**src/rtl/lfsr5_pkg.sv**
```systemverilog
// Shared definitions for the 5-bit LFSR scheduler: width, default state,
// FSM encoding and the single-step next-state function.
package lfsr5_pkg;

  localparam int LFSR_W = 5;
  localparam logic [LFSR_W-1:0] LFSR_DEFAULT = 5'b11111;

  typedef enum logic {
    IDLE,
    ISSUE
  } sched_state_t;

  // One LFSR advance; the all-zero state is a lock-up point and must never be loaded.
  function automatic logic [LFSR_W-1:0] lfsr5_step(input logic [LFSR_W-1:0] s);
    return {s[4] ^ s[3], s[2] ^ s[4], s[1], s[0], s[4]};
  endfunction

endpackage

```
**src/rtl/lfsr5_core.sv**
```systemverilog
// 5-bit LFSR register: parallel load wins over a single step.
module lfsr5_core
  import lfsr5_pkg::*;
(
  input  logic              clk,
  input  logic              rst_b,
  input  logic              step,
  input  logic              load,
  input  logic [LFSR_W-1:0] load_val,
  output logic [LFSR_W-1:0] q
);

  always_ff @(posedge clk or negedge rst_b) begin
    if (!rst_b) begin
      q <= LFSR_DEFAULT;
    end else if (load) begin
      q <= load_val;
    end else if (step) begin
      q <= lfsr5_step(q);
    end
  end

endmodule

```
**src/rtl/lfsr5_sched.sv**
```systemverilog
// Round-robin scheduler handing out one LFSR draw per grant, with seeding
// (zero seed replaced by the default) and optional idle free-running.
module lfsr5_sched
  import lfsr5_pkg::*;
#(
  parameter int N_REQ = 4
) (
  input  logic              clk,
  input  logic              rst_b,
  input  logic [N_REQ-1:0]  req,
  output logic [N_REQ-1:0]  gnt,
  output logic              rnd_valid,
  output logic [LFSR_W-1:0] rnd,
  input  logic              run_en,
  input  logic              seed_we,
  input  logic [LFSR_W-1:0] seed,
  output logic              seed_err
);

  localparam int PTR_W = $clog2(N_REQ);

  sched_state_t      state_q, state_d;
  logic [PTR_W-1:0]  ptr_q, ptr_d;
  logic [N_REQ-1:0]  gnt_d;
  logic              vld_d;
  logic [LFSR_W-1:0] rnd_d;
  logic              err_d;

  logic              lfsr_step, lfsr_load;
  logic [LFSR_W-1:0] lfsr_load_val, lfsr_q;
  logic              seed_zero;

  logic              found;
  logic [PTR_W-1:0]  pick, cand;

  // (base + off) mod N_REQ, with off < N_REQ and base < N_REQ.
  function automatic logic [PTR_W-1:0] rr_idx(input logic [PTR_W-1:0] base, input int off);
    int s;
    s = int'(base) + off;
    if (s >= N_REQ) s = s - N_REQ;
    return s[PTR_W-1:0];
  endfunction

  lfsr5_core u_core (
    .clk      (clk),
    .rst_b    (rst_b),
    .step     (lfsr_step),
    .load     (lfsr_load),
    .load_val (lfsr_load_val),
    .q        (lfsr_q)
  );

  assign seed_zero     = (seed == '0);
  assign lfsr_load_val = seed_zero ? LFSR_DEFAULT : seed;

  // First requester at or after ptr, wrapping around.
  always_comb begin
    found = 1'b0;
    pick  = '0;
    cand  = '0;
    for (int i = 0; i < N_REQ; i++) begin
      cand = rr_idx(ptr_q, i);
      if (!found && req[cand]) begin
        found = 1'b1;
        pick  = cand;
      end
    end
  end

  always_comb begin
    state_d   = state_q;
    ptr_d     = ptr_q;
    gnt_d     = '0;
    vld_d     = 1'b0;
    rnd_d     = rnd;
    err_d     = 1'b0;
    lfsr_step = 1'b0;
    lfsr_load = 1'b0;
    case (state_q)
      IDLE: begin
        if (seed_we) begin
          lfsr_load = 1'b1;
          err_d     = seed_zero;
        end else if (found) begin
          lfsr_step = 1'b1;
          rnd_d     = lfsr5_step(lfsr_q);
          gnt_d     = N_REQ'(1) << pick;
          vld_d     = 1'b1;
          ptr_d     = rr_idx(pick, 1);
          state_d   = ISSUE;
        end else if (run_en) begin
          lfsr_step = 1'b1;
        end
      end
      ISSUE: begin
        // Dead cycle lets the granted requester drop req; the LFSR holds.
        state_d = IDLE;
        if (seed_we) begin
          lfsr_load = 1'b1;
          err_d     = seed_zero;
        end
      end
      default: state_d = IDLE;
    endcase
  end

  always_ff @(posedge clk or negedge rst_b) begin
    if (!rst_b) begin
      state_q   <= IDLE;
      ptr_q     <= '0;
      gnt       <= '0;
      rnd_valid <= 1'b0;
      rnd       <= '0;
      seed_err  <= 1'b0;
    end else begin
      state_q   <= state_d;
      ptr_q     <= ptr_d;
      gnt       <= gnt_d;
      rnd_valid <= vld_d;
      rnd       <= rnd_d;
      seed_err  <= err_d;
    end
  end

endmodule

```
**config.mk**
```make
export PLATFORM = sky130hd
export DESIGN_NAME = lfsr5_sched
export DESIGN_NICKNAME = d
export VERILOG_FILES = /design/src/rtl/lfsr5_pkg.sv /design/src/rtl/lfsr5_core.sv /design/src/rtl/lfsr5_sched.sv
export SDC_FILE = /design/constraint.sdc
export NUM_CORES = 1
export LEC_CHECK = 0
export CELL_PAD_IN_SITES_DETAIL_PLACEMENT = 1
export CELL_PAD_IN_SITES_GLOBAL_PLACEMENT = 2
export CORE_MARGIN = 2
export CORE_UTILIZATION = 32
export CTS_CLUSTER_DIAMETER = 120
export DETAILED_ROUTE_END_ITERATION = 6
export PLACE_DENSITY = 0.83
export SLEW_MARGIN = 20
export SYNTH_ARGS = -nofsm -noshare
export SYNTH_HDL_FRONTEND = slang
export SYNTH_SLANG_ARGS = --single-unit
```
**constraint.sdc**
```tcl
create_clock -name clk -period 3.7 [get_ports clk]
set_clock_uncertainty 0.05 [all_clocks]
set_input_delay 0.74 -clock clk [delete_from_list [all_inputs] [get_ports clk]]
set_output_delay 0.74 -clock clk [all_outputs]
set_load 0.1 [all_outputs]
```
Yosys cells after proc, flatten, opt, wreduce, memory -nomap -nowiden

Index checks and enable logic that the tools add are counted.

Flip-flop bits (word level): 19
Word-level logic and storage cells: 76
Output and inout port bits: 11

Bitwise operators: 4
Multiplexer cells: 37
Order comparisons: 9
Shifts and indexed selects: 1
Add/subtract/negate cells: 9
Reduce and logical (&&, ||, !) cells: 9

Operators with widths:

| cell                | number |
|---|---|
| $mux 2              | 9 |
| $mux 1              | 17 |
| $mux 5              | 3 |
| $ge 3x3->1 const B  | 4 |
| $lt 2x3->1 const B  | 4 |
| $mux 4              | 3 |
| $sub 2x1->2 const B | 5 |
| $bmux 1 s2          | 4 |
| $add 2x1->3 const B | 2 |
| $add 2x2->3 const B | 2 |
| $logic_not 5->1     | 1 |
| $shl 1x2->4 const A | 1 |
| $ge 2x3->1 const B  | 1 |
| $logic_and 1x1->1   | 3 |
| $logic_not 1->1     | 3 |
| $reduce_and 3->1    | 1 |
| $not 1->1           | 2 |
| $pmux 1 s2          | 1 |
| $reduce_bool 2->1   | 1 |
| $xor 1x1->1         | 2 |

Depth between registers and ports, before layout

Gate-level depths: netlist of run 1.

Depth after elaboration: 19
Gate-level depth with buffers: 7
Depth with buffers taken out: 7

Cells and area by module

A second synthesis of run 1 with hierarchy kept.

Cells, all modules: 88
Area total of the unflattened synthesis: 996.0 µm²

By module, submodules not included:

| module      | sequential area each (µm²) | times used | cells an instance | area each (µm²) |
|---|---|---|---|---|
| lfsr5_sched | 325.3                      | 1          | 63                | 718.2 |
| lfsr5_core  | 131.4                      | 1          | 25                | 277.8 |

Worst setup path after synthesis of run 1

Ideal clock, no wire load.

Path kind: input-to-reg
Start: input port seed_we
End: register u_core.q[3]
Arrival: 1,865 ps
Path buffers: 1
Stages on the path: 5
Setup slack: 1,705 ps
Library setup time: 80 ps
Path through: buf_4 or2_2 o21bai_1 mux2_2 o22a_1

Word-level cells in the longest chain between the ends: 3
Elaborated cells between the ends (all ways): 5
Classes of those cells: 4 x mux; 1 x reduce/logical

RTL lines:

| element                            | line              | source |
|---|---|---|
| from (decl)                        | lfsr5_sched.sv:15 | `input logic seed_we,` |
| $mux 1                             | lfsr5_sched.sv:81 | `if (seed_we) begin` |
| $mux 1                             | lfsr5_sched.sv:79 | `case (state_q)` |
| $reduce_bool 2->1 (no source line) | -                 |  |
| to (signal assigned)               | lfsr5_core.sv:17  | `q <= load_val;` |
| to (signal assigned)               | lfsr5_core.sv:19  | `q <= lfsr5_step(q);` |
| to (decl)                          | lfsr5_core.sv:10  | `output logic [LFSR_W-1:0] q` |

Several ways; a longest one is shown, not always the timed one.
A chain may end at the register's enable or synchronous reset.

Final worst setup path of run 1

Start: register rnd_valid
End: output port rnd_valid

RTL lines:

| element                | line               | source |
|---|---|---|
| from (decl)            | lfsr5_sched.sv:12  | `output logic rnd_valid,` |
| from (signal assigned) | lfsr5_sched.sv:119 | `rnd_valid <= vld_d;` |

No word-level cell between the ends.

==> results of run 1 <==
metrics by stage:
stage | setup WS (ns) | cells | hold WS, ns | area [µm²] | power, µW
6_report | 1.08 | 139 | 0.472 | 1220 | 826
2_1_floorplan | 1.71 | 83 | 0.394 | 942 | 614
5_1_grt | 1.03 | 139 | 0.505 | 1220 | 874
3_3_place_gp | 0.975 | 135 | 0.445 | 1190 | 719
4_1_cts | 1.06 | 139 | 0.478 | 1220 | 840
3_5_place_dp | 0.924 | 135 | 0.453 | 1190 | 733
cell type report:
| cell class | instances | area share |
|---|---|---|
| Timing Repair Buffer | 23 | 0.189 |
| Sequential cell | 18 | 0.375 |
| Multi-Input combinational cell | 60 | 0.374 |
| Tap cell | 31 | 0.0318 |
| Inverter | 3 | 0.00924 |
| Clock buffer | 4 | 0.0216 |
metal layers:
layer | vias to the layer above | track usage
met3 | 5 | 0.0179
met1 | 346 | 0.148
met2 | 12 | 0.239
met4 | 0 | 0.0797
li1 | 339 | -
met5 | - | 0
path summary, 6_finish.rpt:
path	from	to	slack [ns]	cells past startpoint
min reg2reg	rnd[3]	rnd[3]	0.47	1
max in group asynchronous	rst_b	seed_err	2.25	1
max reg2reg	ptr_q[1]	ptr_q[1]	1.90	6
min	rnd[3]	rnd[3]	0.47	1
min in group asynchronous	rst_b	gnt[3]	0.85	1
max	rnd_valid	rnd_valid	1.08	1
layout by cell type, fill, tap and decap left out, drive strengths merged, types with 2 or more instances in the layout:
master,count
or2,3
o21ai,3
nor2b,2
inv,3
and2,4
dfstp,5
clkdlybuf4s50,23
mux2i,2
nor2,7
nand2,6
mux2,9
clkbuf,4
ha,4
dfrtp,13
nand2b,4
nor4,3
synthesized netlist by cell type:
cell	count	area share
a21boi_0	1	0.0080
a21o_1	1	0.0080
a21oi_1	1	0.0053
a221oi_1	1	0.0093
a311oi_1	1	0.0093
and2_1	4	0.027
and3_1	1	0.0066
buf_4	1	0.0080
buf_6	1	0.012
dfrtp_1	13	0.35
dfstp_2	5	0.14
ha_1	4	0.053
inv_1	3	0.012
mux2_2	9	0.11
mux2i_1	2	0.021
nand2_1	6	0.024
nand2b_1	4	0.027
nand3_1	1	0.0053
nor2_1	6	0.024
nor2_2	1	0.0066
nor2b_1	2	0.013
nor4_1	2	0.013
nor4_4	1	0.023
o21ai_0	3	0.016
o21bai_1	1	0.0080
o221ai_1	1	0.0093
o22a_1	1	0.0093
o311ai_0	1	0.0093
or2_2	2	0.013
or2_4	1	0.0093
xnor2_1	1	0.0093
xor2_1	1	0.0093
power by group through the flow:
stage / Sequential, µW / Combinational (µW) / Clock (µW)
global route: 302 / 455 / 118
finish: 294 / 430 / 102
floorplan: 488 / 126 / 0
global placement: 295 / 424 / 0
detailed placement: 297 / 436 / 0
CTS: 295 / 437 / 109
kinds of logic after synthesis:
| logic type | synth area share |
|---|---|
| and+or+nand+nor | 0.191 |
| DFF | 0.485 |
| AOI/OAI and AO/OA | 0.0916 |
| muxes | 0.129 |
| buffers and inverters | 0.0319 |
| adders and majority gates | 0.0531 |
| xor gates and xnor gates | 0.0186 |
sequential cells by signal, summed over array words and instances (netlist names):
name	cells
rnd	5
u_core.q	5
seed_err	1
gnt	4
ptr_q	2
rnd_valid	1
==> results.yml, run 1 <==
clocking:
  cts_setup_buffers: 0
  clk_pin_slew_ns: 0.10
  numCtsBuffers: 3
  cts-hold-fix-buffers: 0
  clock_path_buffers: 2
  cts_resized: 0
  htreeDepth: 1
  clock_latency_ns: 0.29
  cts_num_sinks: 18
  cts_root_buffer: "clkbuf_4"
  cts_tree: "built"
detailed_routing:
  drt.antenna.violating_nets: 0
  drt-pass1-iter-count: 4
  routedWlPerCell_um: 14.8
  met3_length_um: 59
  drc_errors: 0
  drt-initial-drc-count: 7
  vias: 702
  met1_length_um: 813
  met2_length_mm: 1.13
  routed_via_density: 5.05
  highest-signal-layer: "met4"
  wirelength_mm: 2.06
yosys:
  ys_ff_latch: 18
  synth.avg_cell_area_um2: 11.4
  yosys_warnings: 0
  synth_seq_area_share: 0.485
  netlist_instances: 83
  ys_types: 32
  synth_nets: 100
  synth.cell_area_um2: 942
final_layout:
  seq_area_um2: 457
  drive_above_1_share: 0.204
  layout.nets: 126
  fill_cells: 316
  diodes: 0
  utilization: 0.438
  syn2layout_area_growth_pct: 29.3
  multi_input_area_um2: 455
pwr:
  p_seq_frac: 0.356
  vdd_drop_max_uv: 437
  p_per_area_nw_per_um2: 678
  clkPwrFrac: 0.123
  p_int_uw: 428
  sw_frac_of_total: 0.481
  p_comb_frac: 0.521
  p_switching_uw: 398
  leakage_uw: 0.000528
sta:
  finalSetupViolCount: 0
  final-hold-violation-count: 0
  maxSlewHeadroom: 0.342
  setup_tns_ns: 0
  rsz0062_at_grt: "no"
  period_share: 0.707
  max_freq_mhz: 382
  period_needed_ns: 2.62
  worstMarginPinSlew_ns: 0.983
  maxSlewViolCount: 0
critical_path:
  critical_path_class: "flip-flop to output pin"
  critPathArrivalTime_ns: 1.83
  startpoint_type: "flip-flop"
  path_buf_inv: 1
  crit_path_max_incr_delay_ns: 1.14
  critical_path_required_ns: 2.91
  cp_cell_sequence: "clkdlybuf4s50_1"
  crit_fanout: 3
  cp_slowest_cell: "clkdlybuf4s50_1"
  endpoint_kind: "output pin"
  cp_top_family: "buffers and inverters"
global_route:
  antenna_found_initial: 0
  grt_pass1_wl_mm: 3.32
  grt_use_total: 0.133
  first_global_vias: 749
  grt_max_degree: 19
  overflow: 0
floorplanning:
  die_h_um: 58.3
  floorplan.rows: 19
  dieArea_um2: 3390
  start_util: 0.339
  die_x_um: 58.3
  coreArea_um2: 2780
  io_pins: 24
place:
  hpwl_mm: 1.68
  port_buffers: 23
  place.gp.congestion: 0.665
flow_run:
  drv_cap: 0
hold_path:
  hold_path.class: "flip-flop to flip-flop"
status:
  status: "finished, final reports clean"
(Power assumes the default switching activity.)
==> run 2, diff against run 1 <==
--- a/config.mk
+++ b/config.mk
@@ -8,10 +8,10 @@
 export CELL_PAD_IN_SITES_DETAIL_PLACEMENT = 1
 export CELL_PAD_IN_SITES_GLOBAL_PLACEMENT = 2
 export CORE_MARGIN = 2
-export CORE_UTILIZATION = 32
+export CORE_UTILIZATION = 30
 export CTS_CLUSTER_DIAMETER = 120
 export DETAILED_ROUTE_END_ITERATION = 6
-export PLACE_DENSITY = 0.83
+export PLACE_DENSITY = 0.78
 export SLEW_MARGIN = 20
 export SYNTH_ARGS = -nofsm -noshare
 export SYNTH_HDL_FRONTEND = slang
==> constraint.sdc (replaced) <==
create_clock -name clk -period 2.69 [get_ports clk]
set_clock_uncertainty 0.05 [all_clocks]
set_input_delay 0.538 -clock clk [delete_from_list [all_inputs] [get_ports clk]]
set_output_delay 0.538 -clock clk [all_outputs]
set_load 0.1 [all_outputs]
==> run 2 against run 1 <==
Against the previous run: first-iteration DRC count rose to 3.1 times the previous value; non-clock buffer count rose by 2; clock power rose by 63%; sequential share of layout area fell by 0.42 points; via count fell by 1.1%; final area rose by 1.1%; cell count rose by 11%; combinational power rose by 36%; sequential cell count did not move; total power rose by 40%; sequential power rose by 38%.
==> results.yml, run 2 (synthesis results as in run 1) <==
detailed_routing:
  wirelength_mm: 2.08
  routedWlPerCell_um: 13.5
  drt-initial-drc-count: 22
  routed_via_density: 4.51
  vias: 694
  drt.antenna.violating_nets: 0
  drt-pass1-iter-count: 4
  drc_errors: 0
place:
  hpwl_mm: 1.64
  placedInstanceArea_um2: 1200
  place.gp.congestion: 0.703
  port_buffers: 23
  dp.cells: 150
final_layout:
  layout.nets: 128
  diodes: 0
  final_area_um2: 1230
  drive_above_1_share: 0.327
  stdcell_count: 154
  utilization: 0.407
  layout_common_cells: "13 x dfrtp_1, 13 x buf_4, 12 x clkdlybuf4s50_1"
  reg.largest.list: "rnd: 5 flops, u_core.q: 5 flops, gnt: 4 flops"
  syn2layout_area_growth_pct: 30.8
clocking:
  clk_pin_slew_ns: 0.11
  clock_latency_ns: 0.30
  numCtsBuffers: 3
  cts-hold-fix-buffers: 0
  cts_resized: 0
  cts_tree: "built"
  cts_root_buffer: "clkbuf_4"
  clock_path_buffers: 2
  cts_num_sinks: 18
  htreeDepth: 1
  cts_setup_buffers: 0
floorplanning:
  dieArea_um2: 3600
  floorplan.rows: 20
  io_pins: 24
  coreArea_um2: 3030
  die_h_um: 60.0
  start_util: 0.311
  die_x_um: 60.0
sta:
  setup_tns_ns: 0
  worstMarginPinSlew_ns: 0.795
  period_needed_ns: 2.15
  maxSlewHeadroom: 0.468
  rsz0062_at_grt: "no"
  final-hold-violation-count: 0
  finalSetupViolCount: 0
  period_share: 0.800
  maxSlewViolCount: 0
  max_freq_mhz: 465
global_route:
  overflow: 0
  grt_use_total: 0.132
  first_global_vias: 766
  antenna_found_initial: 0
  grt_pass1_wl_mm: 3.46
  grt_max_degree: 19
critical_path:
  crit_path_max_incr_delay_ns: 0.56
  startpoint_type: "primary input"
  endpoint_kind: "flip-flop"
  critical_path_class: "primary input to flip-flop"
  crit_fanout: 4
  cp_top_family: "compound AO/OA/AOI/OAI gates"
  cp_slowest_cell: "clkdlybuf4s50_1"
  critPathArrivalTime_ns: 2.26
  reg2reg_setup_slack_ns: 0.84
  cp_cell_sequence: "clkdlybuf4s50_1, nor2b_1, a21o_1, a221oi_1, ha_1, nand2_1, o21ai_0"
  path_buf_inv: 1
  critical_path_required_ns: 2.80
status:
  status: "finished, final reports clean"
pwr:
  p_per_area_nw_per_um2: 936
  vdd_drop_max_uv: 278
  leakage_uw: 0.000559
hold_path:
  hold_path.class: "flip-flop to flip-flop"
flow_run:
  drv_cap: 0
run 2: changes by cell type in the layout (fill, tap and decap cells not counted):
cell	before	now
clkbuf_8	0	1
clkbuf_1	1	0
clkdlybuf4s50_1	23	12
buf_4	0	13
run 2: power by group:
group          switching [µW]  internal (µW)  total, µW
registers                56.1            348        405
clock network            83.6           82.5        166
logic                     410            173        583
total                     550            604       1150
run 2: final timing paths:
kind	from	end	depth (start not counted)
max in group asynchronous	rst_b	rnd[4]	1
min	rnd[0]	rnd[0]	1
min in group asynchronous	rst_b	seed_err	1
max	req[3]	ptr_q[1]	7
min reg2reg	rnd[0]	rnd[0]	1
max reg2reg	ptr_q[1]	ptr_q[1]	6
run 2: worst register-to-register path, cell delays in order, from the launching register on:
cell and delay [ns]:
dfrtp_1 0.43, nor2b_1 0.17, a21o_1 0.19, a221oi_1 0.43, ha_1 0.33, nand2_1 0.06, o21ai_0 0.07
run 2: cell type report:
type                            instances  area [µm²]
Fill cell                             351        1800
Sequential cell                        18         457
Multi-Input combinational cell         60         455
Timing Repair Buffer                   25         218
Tap cell                               44        55.1
Clock buffer                            4        36.3
Inverter                                3        11.3
run 2: metrics by stage:
step	hold slack, ns	setup WS [ns]	power [µW]
6_report	0.485	0.537	1150
5_1_grt	0.523	0.378	1230
4_1_cts	0.490	0.511	1170
3_5_place_dp	0.464	0.201	999
3_3_place_gp	0.445	0.284	978
2_1_floorplan	0.192	0.707	845
run 2: metal layers:
layer	up-vias	global-route usage	share of wire
li1	343	-	-
met1	332	0.167	0.44
met2	17	0.214	0.50
met3	2	0.0260	0.043
met4	0	0.0667	0.015
met5	-	0	0
